===== src/rtl/combo_lock_ctrl.sv =====
// Session controller for the combination checker: synchronises keypad input into
// one-cycle digit strobes and sequences programming, entry, verify, open and lockout.
module combo_lock_ctrl #(
  parameter int DIGITS      = 4,
  parameter int MAX_FAILS   = 3,
  parameter int LOCKOUT_CYC = 1024,
  parameter int RELOCK_CYC  = 4096,
  parameter int CHK_WAIT    = 2
) (
  input  logic       clk,
  input  logic       reset,
  input  logic [3:0] key_in,
  input  logic       prog_en,
  input  logic       chk_unlock,
  output logic       key_stb,
  output logic [3:0] key_code,
  output logic       chk_prog,
  output logic       chk_clear,
  output logic       unlock,
  output logic       locked_out,
  output logic [1:0] fail_cnt
);

  localparam int TMAX = (LOCKOUT_CYC > RELOCK_CYC) ? LOCKOUT_CYC : RELOCK_CYC;
  localparam int TW   = $clog2(TMAX);
  localparam int DW   = (DIGITS > 1) ? $clog2(DIGITS) : 1;

  localparam logic [DW-1:0] DIG_LAST     = DW'(DIGITS - 1);
  localparam logic [TW-1:0] VERIFY_LAST  = TW'(CHK_WAIT - 1);
  localparam logic [TW-1:0] RELOCK_LAST  = TW'(RELOCK_CYC - 1);
  localparam logic [TW-1:0] LOCKOUT_LAST = TW'(LOCKOUT_CYC - 1);
  localparam logic [1:0]    FAIL_MAX     = 2'(MAX_FAILS);

  typedef enum logic [2:0] {
    S_PROG, S_IDLE, S_ENTRY, S_VERIFY, S_OPEN, S_LOCKOUT
  } state_t;

  state_t          state, state_n;
  logic [3:0]      sync1, ks;
  logic            armed, press, accept;
  logic [DW-1:0]   dcnt, dcnt_n;
  logic [TW-1:0]   tmr, tmr_n;
  logic [1:0]      fail_n, fail_inc;
  logic            clear_n;

  assign press    = armed && (ks != 4'd0);
  assign accept   = (state == S_PROG) || (state == S_IDLE) || (state == S_ENTRY);
  assign fail_inc = (fail_cnt >= FAIL_MAX) ? FAIL_MAX : fail_cnt + 2'd1;

  always_ff @(posedge clk) begin
    // NOTE: flops use non-blocking assignments so each one samples pre-edge values.
    if (reset) begin
      sync1    <= '0;
      ks       <= '0;
      armed    <= 1'b1;
      key_stb  <= 1'b0;
      key_code <= '0;
    end else begin
      sync1   <= key_in;
      ks      <= sync1;
      // a press drops armed; only a released keypad re-arms, so held or changed keys stay silent
      armed   <= (ks == 4'd0);
      key_stb <= press && accept;
      if (press && accept) key_code <= ks;
    end
  end

  always_comb begin
    // NOTE: every combinational output gets a default first so no latch is inferred.
    state_n = state;
    dcnt_n  = dcnt;
    tmr_n   = tmr;
    fail_n  = fail_cnt;
    clear_n = 1'b0;
    unique case (state)
      S_PROG: begin
        if (key_stb) begin
          if (dcnt == DIG_LAST) begin
            state_n = S_IDLE;
            dcnt_n  = '0;
          end else begin
            dcnt_n = dcnt + DW'(1);
          end
        end
      end
      // IDLE holds a zero count, so its first strobe lands in ENTRY with count 1
      S_IDLE, S_ENTRY: begin
        if (key_stb) begin
          if (dcnt == DIG_LAST) begin
            state_n = S_VERIFY;
            dcnt_n  = '0;
            tmr_n   = TW'(1);
          end else begin
            state_n = S_ENTRY;
            dcnt_n  = dcnt + DW'(1);
          end
        end
      end
      S_VERIFY: begin
        if (tmr >= VERIFY_LAST) begin
          tmr_n = '0;
          if (chk_unlock) begin
            state_n = S_OPEN;
            fail_n  = 2'd0;
          end else begin
            clear_n = 1'b1;
            fail_n  = fail_inc;
            state_n = (fail_inc == FAIL_MAX) ? S_LOCKOUT : S_IDLE;
          end
        end else begin
          tmr_n = tmr + TW'(1);
        end
      end
      S_OPEN: begin
        if (prog_en) begin
          state_n = S_PROG;
          clear_n = 1'b1;
          tmr_n   = '0;
        end else if (tmr == RELOCK_LAST) begin
          state_n = S_IDLE;
          clear_n = 1'b1;
          tmr_n   = '0;
        end else begin
          tmr_n = tmr + TW'(1);
        end
      end
      S_LOCKOUT: begin
        if (tmr == LOCKOUT_LAST) begin
          state_n = S_IDLE;
          fail_n  = 2'd0;
          tmr_n   = '0;
        end else begin
          tmr_n = tmr + TW'(1);
        end
      end
      default: begin
        state_n = S_PROG;
        dcnt_n  = '0;
        tmr_n   = '0;
      end
    endcase
  end

  // status outputs are registered from the next state so they track the state exactly
  always_ff @(posedge clk) begin
    if (reset) begin
      state      <= S_PROG;
      dcnt       <= '0;
      tmr        <= '0;
      fail_cnt   <= 2'd0;
      chk_prog   <= 1'b1;
      chk_clear  <= 1'b1;
      unlock     <= 1'b0;
      locked_out <= 1'b0;
    end else begin
      state      <= state_n;
      dcnt       <= dcnt_n;
      tmr        <= tmr_n;
      fail_cnt   <= fail_n;
      chk_prog   <= (state_n == S_PROG);
      chk_clear  <= clear_n;
      unlock     <= (state_n == S_OPEN);
      locked_out <= (state_n == S_LOCKOUT);
    end
  end

endmodule


===== config.mk =====
export PLATFORM = sky130hd
export DESIGN_NAME = combo_lock_ctrl
export DESIGN_NICKNAME = d
export VERILOG_FILES = /design/src/rtl/combo_lock_ctrl.sv
export SDC_FILE = /design/constraint.sdc
export NUM_CORES = 1
export LEC_CHECK = 0
export BUFFER_PORTS_ARGS = -buffer_cell sky130_fd_sc_hd__buf_2
export CORE_ASPECT_RATIO = 0.75
export CORE_MARGIN = 2
export CORE_UTILIZATION = 57
export CTS_CLUSTER_DIAMETER = 50
export DETAILED_ROUTE_END_ITERATION = 10
export GPL_TIMING_DRIVEN = 0
export PLACE_DENSITY_LB_ADDON = 0.12
export SLEW_MARGIN = 0
export SYNTH_ARGS = -nofsm -noshare
export SYNTH_HDL_FRONTEND = slang
export SYNTH_SLANG_ARGS = --single-unit

===== constraint.sdc =====
create_clock -name clk -period 3.45 [get_ports clk]
set_input_delay 0.1725 -clock clk [delete_from_list [all_inputs] [get_ports clk]]
set_output_delay 0.1725 -clock clk [all_outputs]
set_load 0.02 [all_outputs]

==> metrics.md <==
| Metric | Value |
|---|---|
| Storage element area | `741 um2` |
| Setup slack after layout | `1.45 ns` |
| Worst EP required | `3.64 ns` |
| Initial core utilization | `59.6%` |
| Skew-Pair Late Insertion Delay | `0.29 ns` |
| Layout cell share with drive strength beyond 1 | `19.8%` |
| Crit-path max FO | `5` |
| RSZ-0062 raised after global routing | `false` |
| Post-CTS resize count | `0` |
| CTS buffer count | `5` |
| Worst-path clk slew | `0.07 ns` |
| Dpl ws | `1.49 ns` |
| Worst VDD drop | `0.305 mV` |
| Final nets | `233` |
| Via count | `1503` |
| Post-synth top area cell | `dfxtp_1` |
| Max-slew headroom | `62.4%` |
| Clk pwr share | `37.6%` |
| GRT Overall Usage | `24.8%` |
| Async SR Flop Fraction | `0%` |
| Die Y | `52.0 um` |
| Port Buf Inserts | `18` |
| Hpwl dp | `2960 um` |
| Starting DRC count in detailed routing | `101` |
| Largest net degree at the start of global routing | `13` |
| Syn Nets | `208` |
| WL final | `3910 um` |
| Worst hold path startpoint | `key_in[3]` |
| Synth Flop Type | `dfxtp_1` |
| Critical path endpoint category | `register` |
| H-tree depth | `2` |
| Maximum clock frequency | `500 MHz` |
| Sum Neg Setup Slack | `0 ns` |
| Antenna viol nets, final | `0` |
| Synth-to-Final Area Change | `12.8%` |
| Total Power | `0.780 mW` |
| Synth area leaders | `dfxtp_1 (42%), nor2_1 (6.2%), nor2b_1 (3.6%)` |
| Mapped Cells | `196` |
| Die area | `3530 um2` |
| Worst Tran Pin Value | `0.556 ns` |
| Die X-Extent | `68.0 um` |
| Switching Fraction | `23.7%` |
| Number of top-level pins | `19` |
| Routability cong. | `0.899` |
| Critical path arrival | `2.19 ns` |
| EDFF count, synth | `0` |
| Vias in the first global route | `1353` |
| Pre-antenna DRT Iters | `5` |
| Grt total ovfl | `0` |
| Yosys warnings | `0` |
| Critical Path Source | `tmr[1]$_SDFFE_PP0P_` |
| Initial antenna violation count | `0` |
| Synthesized area | `1750 um2` |
| PD cells | `395 nW/um2` |
| Net switching power | `0.185 mW` |
| Final period utilization | `58.0%` |
| Post-Syn Area per Cell | `8.92 um2` |
| Core area | `2940 um2` |
| DRC Markers | `0` |
| Hold Buf Count CTS | `0` |
| Sequential fraction of design power | `56.8%` |
| Clock Skew | `0.00199 ns` |
| First-pass GRT wire length | `6280 um` |
| Outcome | `completed` |
| WS Path Type | `register to register` |
| Worst Setup Start Kind | `register` |
| R2R Path Start | `tmr[1]$_SDFFE_PP0P_` |
| Internal power | `0.595 mW` |
| Clock root cell | `clkbuf_8` |
| Area of the multi-input gates | `956 um2` |
| Setup-failing EPs final | `0` |
| HP Class | `input pin to register` |
| Post-CTS Setup Bufs | `0` |
| Synthesis-stage register bit count | `37` |
| Max-slew violation count | `0` |
| Vias/cell | `5.78` |
| Yosys top cell area share | `42.3%` |
| Clock tree buffer depth | `2` |
| Ant. Diodes | `0` |
| Reg2reg path depth | `7` |
| Leak | `0.771 nW` |
| Hold Vio Cnt, Final | `0` |
| Most frequent cell after synthesis | `dfxtp_1` |
| Post-synth cell types | `48` |
| Clock Sink Count | `37` |
| Filler instances | `253` |
| Hold_ws | `0.0929 ns` |
| Max_cap viols | `0` |
| CTS tree | `done` |
| Post-synthesis sequential area ratio | `42.3%` |
| WL/cell | `15.0 um` |
| Part of the power in combinational logic | `5.6%` |
| Setup crit end | `tmr[10]$_SDFFE_PP0P_` |
| R2R Setup Slk | `1.45 ns` |
| Synth cell count leaders | `dfxtp_1 (37), nor2_1 (29), nand2_1 (15), a21oi_1 (12), nor2b_1 (10)` |
| Fin crit period | `2.00 ns` |
| RR Endpoint | `tmr[10]$_SDFFE_PP0P_` |
| FP Rows | `17` |
-- cell usage in the layout, fill, tap and decap left out, types with 6 or more instances in the layout --
cell | Yosys | final
dfxtp_1 | 37 | 37
nor2_1 | 29 | 29
buf_2 | 3 | 21
nand2_1 | 15 | 15
a21oi_1 | 12 | 12
nor2b_1 | 10 | 10
nor3_1 | 8 | 8
inv_1 | 7 | 7
xnor2_1 | 6 | 6
-- registers in the layout, indices dropped and copies added, names as in the netlist --
name,cells
state,3
armed,1
key_stb,1
key_code,4
dcnt,2
ks,4
chk_clear,1
locked_out,1
chk_prog,1
unlock,1
sync1,4
tmr,12
fail_cnt,2
-- worst min-delay path by stage --
| stage | slack [ns] | depth (start not counted) | endpoint |
|---|---|---|---|
| floorplan | 0.24 | 1 | sync1[2]$_SDFF_PP0_ |
| global route | 0.09 | 2 | sync1[3]$_SDFF_PP0_ |
| detailed placement | 0.39 | 2 | sync1[2]$_SDFF_PP0_ |
| finish | 0.09 | 2 | sync1[3]$_SDFF_PP0_ |
| CTS | 0.09 | 2 | sync1[3]$_SDFF_PP0_ |
| global placement | 0.38 | 2 | sync1[2]$_SDFF_PP0_ |
-- cell families (layout without fill, tap and decap cells) --
family | Yosys count | count (layout) | synth area share (%)
AO/OA/AOI/OAI | 39 | 39 | 16.3
XOR/XNOR | 8 | 8 | 4.01
adder cells (fa/ha/maj) | 4 | 4 | 2.86
buffers and inverters | 13 | 39 | 3.00
flip-flops | 37 | 37 | 42.3
multiplexers | 6 | 6 | 3.51
AND/OR/NAND/NOR | 89 | 89 | 28.0
-- metrics by stage --
stage | util (%) | area, um2 | instances
3_5_place_dp | 64.3 | 1890 | 252
3_3_place_gp | 64.3 | 1890 | 252
2_1_floorplan | - | 1750 | 196
4_1_cts | 67.2 | 1970 | 260
5_1_grt | 67.2 | 1970 | 260
6_report | 67.2 | 1970 | 260
-- critical path, cell delays in order, from the launching register on --
cell	delay, ns
dfxtp_1	0.37
inv_1	0.09
ha_1	0.20
nor4_2	0.30
nand3_1	0.17
o21ai_2	0.35
a211oi_1	0.11
nor4_1	0.30
-- power groups by stage --
stage	Clock, mW	Combinational, mW	Sequential [mW]
6_report	0.293	0.0439	0.443
5_1_grt	0.316	0.0484	0.444
4_1_cts	0.300	0.0439	0.443
3_5_place_dp	0	0.0438	0.453
3_3_place_gp	0	0.0419	0.452
2_1_floorplan	0	0.0265	0.455
-- routing by layer --
metal | global-route usage (%) | vias up | share of wire, %
li1 | - | 746 | -
met1 | 32.2 | 707 | 48
met2 | 39.6 | 42 | 46
met3 | 6.49 | 8 | 5.6
met5 | 0 | - | 0
met4 | 8.67 | 0 | 1.3
-- cell type report --
cell class	count	share of cell area [%]
repair buffers	18	4.57
well taps	38	2.41
flip-flops and latches	37	37.5
inverters	7	1.33
clock buffers	5	3.49
multi-input cells	146	48.4
plain buffers	6	1.33
clock inverters	3	0.888
Power figures use the tool's default switching activity.
